--- config.mk ---
export PLATFORM = sky130hd
export DESIGN_NAME = as_fetch_queue
export DESIGN_NICKNAME = d
export VERILOG_FILES = /design/src/rtl/as_pack.sv /design/src/rtl/as_fetch_queue.sv
export SDC_FILE = /design/constraint.sdc
export NUM_CORES = 1
export LEC_CHECK = 0
export BUFFER_PORTS_ARGS = -buffer_cell sky130_fd_sc_hd__clkbuf_2
export CORE_AREA = 2 2 170 172
export CTS_BUF_LIST = sky130_fd_sc_hd__clkbuf_4 sky130_fd_sc_hd__clkbuf_8
export CTS_CLUSTER_SIZE = 20
export DETAILED_ROUTE_END_ITERATION = 7
export DIE_AREA = 0 0 172 174
export MAX_ROUTING_LAYER = met4
export PLACE_DENSITY = 0.76
export SLEW_MARGIN = 5
export SYNTH_ARGS = -nofsm -noshare
export SYNTH_HDL_FRONTEND = slang
export SYNTH_SLANG_ARGS = --single-unit
--- constraint.sdc ---
create_clock -name clk_i -period 8.65 [get_ports clk_i]
set_clock_uncertainty 0.05 [all_clocks]
set_input_delay 1.73 -clock clk_i [delete_from_list [all_inputs] [get_ports clk_i]]
set_output_delay 1.73 -clock clk_i [all_outputs]
set_load 0.1 [all_outputs]
--- src/rtl/as_pack.sv ---
// as_pack: shared fetch-path widths, NOP constant and queue entry layout.
package as_pack;
  localparam int iaddr_width = 32;
  localparam logic [31:0] NOP_INSTR = 32'h0000_0013;
  typedef struct packed {
    logic [31:0]            instr;
    logic [iaddr_width-1:0] pc;
    logic [iaddr_width-1:0] pc_4;
  } fetch_entry_t;
endpackage

--- src/rtl/as_fetch_queue.sv ---
// as_fetch_queue: fetch-to-decode instruction queue with flush and registered-only output.
module as_fetch_queue
  import as_pack::*;
#(
  parameter int DEPTH = 4
) (
  input  logic                       clk_i,
  input  logic                       rst_i,
  input  logic                       valid_i,
  input  logic [iaddr_width-1:0]     pc_i,
  input  logic [iaddr_width-1:0]     pc_4_i,
  input  logic [31:0]                instr_i,
  output logic                       ready_o,
  input  logic                       flush_i,
  output logic                       valid_o,
  output logic [31:0]                instr_o,
  output logic [iaddr_width-1:0]     pc_o,
  output logic [iaddr_width-1:0]     pc_4_o,
  input  logic                       ready_i,
  output logic [$clog2(DEPTH):0]     count_o
);
  localparam int AW = $clog2(DEPTH);
  fetch_entry_t mem [DEPTH];
  logic [AW-1:0] head, tail;
  logic [AW:0] count;
  logic push, pop;
  fetch_entry_t head_e;
  assign ready_o = count < DEPTH[AW:0];
  assign valid_o = count != '0;
  assign push = valid_i && ready_o && !flush_i;
  assign pop = valid_o && ready_i && !flush_i;
  assign count_o = count;
  assign head_e = mem[head];
  // empty queue presents a NOP so decode never sees stale storage
  assign instr_o = valid_o ? head_e.instr : NOP_INSTR;
  assign pc_o = valid_o ? head_e.pc : '0;
  assign pc_4_o = valid_o ? head_e.pc_4 : '0;
  always_ff @(posedge clk_i or negedge rst_i)
    if (!rst_i) begin
      head <= '0;
      tail <= '0;
      count <= '0;
    end else if (flush_i) begin
      head <= '0;
      tail <= '0;
      count <= '0;
    end else begin
      head <= head + AW'(pop);
      tail <= tail + AW'(push);
      count <= count + (AW+1)'(push) - (AW+1)'(pop);
    end
  always_ff @(posedge clk_i)
    if (push) mem[tail] <= '{instr: instr_i, pc: pc_i, pc_4: pc_4_i};
endmodule

==> flow_summary.rst <==
.. list-table::
   :header-rows: 1

   * - Metric
     - Value
   * - Status
     - finished clean
   * - Post-detailed-route DRC marker count
     - 0
   * - # rows
     - 62
   * - Number of primary I/O pins
     - 202
   * - Reg clk slew, reported paths
     - 0.07 ns
   * - Leak pwr
     - 5.99 nW
   * - Hold-critical path depth
     - 2
   * - ANT nets after route
     - 0
   * - Crit path time final
     - 5.36 ns
   * - Initial standard-cell utilization of the core
     - 52.7%
   * - Final number of hold-violating endpoints
     - 0
   * - Setup repair after global routing missed its margin
     - false
   * - Required @ worst endpoint
     - 6.87 ns
   * - Worst R2R End
     - mem[3][52]
   * - Library cell occupying the most area in the post-synthesis netlist
     - sky130_fd_sc_hd__edfxtp_1
   * - Number of detailed-route iterations in the first pass
     - 5
   * - Die Span X
     - 172 um
   * - Via-to-Cell Ratio
     - 5.41
   * - Worst IR Drop VDD
     - 332 uV
   * - H-tree levels
     - 2
   * - GR Overflow Total
     - 0
   * - Most frequent cells in the layout
     - sky130_fd_sc_hd__edfxtp_1, sky130_fd_sc_hd__clkbuf_2, sky130_fd_sc_hd__mux4_2, sky130_fd_sc_hd__and2_1, sky130_fd_sc_hd__clkbuf_8
   * - Number of antenna violations at the first check in global routing
     - 2
   * - Total number of vias
     - 7121
   * - Post-Synthesis Cell Area
     - 14900 um2
   * - Reg-to-Reg Start
     - count_o[2]
   * - Worst Setup Slack, final
     - 3.29 ns
   * - Post-synthesis sequential area ratio
     - 78.6%
   * - TritonCTS clock tree
     - yes
   * - Core ar.
     - 28200 um2
   * - Hold Path Origin
     - tail[1]
   * - Quantity of gates resized following cts
     - 0
   * - HPWL after DPL
     - 16000 um
   * - Hold WS
     - 0.612 ns
   * - Crit path launch type
     - register
   * - Number of buffers created by CTS
     - 60
   * - Number of buffers inserted for hold repair after clock tree synthesis
     - 0
   * - Post-Syn Area per Cell
     - 23.1 um2
   * - Pwr/cell area
     - 342 nW/um2
   * - Register bit total from synthesis
     - 391
   * - Number of max-cap violations
     - 0
   * - Nets
     - 993
   * - Highest attainable clock frequency
     - 0.186 GHz
   * - Slew at the pin closest to its max-slew limit
     - 0.904 ns
   * - Drt initial violations
     - 596
   * - M1 wire length
     - 11700 um
   * - Wire length on met3
     - 2140 um
   * - Number of cells on the worst reg-to-reg path
     - 4
   * - Root buffer selected by CTS
     - sky130_fd_sc_hd__clkbuf_8
   * - Core utilization of the finished layout
     - 61.8%
   * - Clock latency on the worst-skew pair
     - 0.57 ns
   * - Placer congestion estimate
     - 0.706
   * - Top cells by area in the synthesized netlist
     - sky130_fd_sc_hd__edfxtp_1, sky130_fd_sc_hd__mux4_2, sky130_fd_sc_hd__and2_1, sky130_fd_sc_hd__dfrtp_1, sky130_fd_sc_hd__buf_8
   * - Setup WS pre-CTS
     - 3.75 ns
   * - Clock Sinks
     - 391
   * - Critical setup path kind
     - register to primary output
   * - Die area
     - 29900 um2
   * - Post-CTS Repair Setup Buffers
     - 0
   * - Routed wirelength normalized by instance count
     - 21.0 um
   * - Final slew viol count
     - 0
   * - Most common cell after layout, fill and taps aside
     - sky130_fd_sc_hd__edfxtp_1
   * - Area Overhead vs Synth
     - 17.2%
   * - Vias in the first global route
     - 7488
   * - Final period util
     - 62.0%
   * - Met2 Routed Length
     - 13200 um
   * - Gate count of the mapped netlist
     - 644
   * - Number of warning messages in the yosys log
     - 0
   * - Worst hold path type
     - register to register
   * - Post-Synthesis Net Count
     - 750
   * - Area share of the leading cell type in the synthesized netlist
     - 77.4%
   * - Highest Signal Layer
     - met4
   * - Crit-path max FO
     - 42
   * - Critical Path End Type
     - primary output
   * - Total routing resource utilization after global routing
     - 19.2%
   * - Distinct cell type count after synthesis
     - 22
   * - Worst Path Arrival
     - 3.58 ns
   * - Number of buffers between clock root and the deepest sink
     - 3
   * - Launching instance or port of the critical path
     - head[0]
   * - DIE HEIGHT
     - 174 um
   * - Count of input and output buffers
     - 201
   * - Total wirelength of the detailed-routed design
     - 27600 um
   * - Relative slew slack
     - 39.8%
   * - Setup slack, reg-to-reg
     - 5.62 ns
   * - Largest net degree at the start of global routing
     - 78
   * - First-pass GRT wire length
     - 41900 um
   * - Endpoint, Worst Hold
     - tail[1]
   * - Count of endpoints failing setup in the final report
     - 0
   * - Total negative setup slack
     - 0 ns
   * - Filler instances
     - 2042
   * - Proportion of layout cells with a drive suffix above 1
     - 44.3%
## routing by layer
layer,vias to the layer above,GRT usage [%]
li1,3127,-
met1,3666,26.2
met2,277,29.6
met3,51,5.21
met4,0,4.41
met5,-,-
## kinds of logic after synthesis
family        count (synthesis)  share of synthesized area, %
xor+xnor                      3                         0.269
simple gates                110                          4.58
fa+ha+maj                     5                         0.470
flops                       391                          78.6
mux                          96                          14.5
buf+inv                      39                          1.56
## worst max path at each step
stage,to,slack (ns)
final,instr_o[29],3.29
after floorplan,mem[2][0],-1.56
after CTS,instr_o[0],3.11
after detailed placement,instr_o[0],3.75
after global placement,pc_o[27],3.77
after global routing,instr_o[0],2.95
## critical path, cell delays in order (launching register included)
cell                       delay, ns
sky130_fd_sc_hd__dfrtp_4        0.97
sky130_fd_sc_hd__buf_4          0.81
sky130_fd_sc_hd__mux4_2         0.60
sky130_fd_sc_hd__and2_1         0.20
sky130_fd_sc_hd__clkbuf_2       0.37
## cell type report
class / count / area [um2] / area share, %
Antenna cell: 3 / 7.51 / 0.0430
Tap cell: 384 / 480 / 2.75
Clock buffer: 88 / 1050 / 6.04
Sequential cell: 391 / 11700 / 67.1
Inverter: 5 / 18.8 / 0.108
Timing Repair Buffer: 215 / 1110 / 6.37
Multi-Input combinational cell: 214 / 2970 / 17.0
Clock inverter: 16 / 91.3 / 0.523
## registers in the layout, indices dropped and copies added (netlist names)
signal,cells
count_o,3
mem,384
head,2
tail,2
## power by group
| group | total, mW | switching (mW) | internal (mW) |
|---|---|---|---|
| sequential | 2.20 | 0.0460 | 2.16 |
| combinational | 2.31 | 1.91 | 0.405 |
| clock | 1.45 | 0.644 | 0.802 |
| total | 5.96 | 2.60 | 3.37 |
## synth_stat cells, drive strengths merged
cell type,number
inv,5
edfxtp,384
dfrtp,7
mux4,96
ha,4
or3b,1
nor3,2
nor3b,3
xnor2,2
xnor3,1
fa,1
and2,93
or2,3
and3,1
buf,18
nor2b,3
nor2,4
clkbuf,16
## through the flow
stage          std cells  instance area (um2)  total power [mW]
4_1_cts             1313                17400              6.03
3_5_place_dp        1209                16300              4.58
6_report            1316                17500              5.96
2_1_floorplan        644                14900              4.21
3_3_place_gp        1209                16300              4.56
5_1_grt             1315                17400              6.17
(Power assumes the default switching activity.)
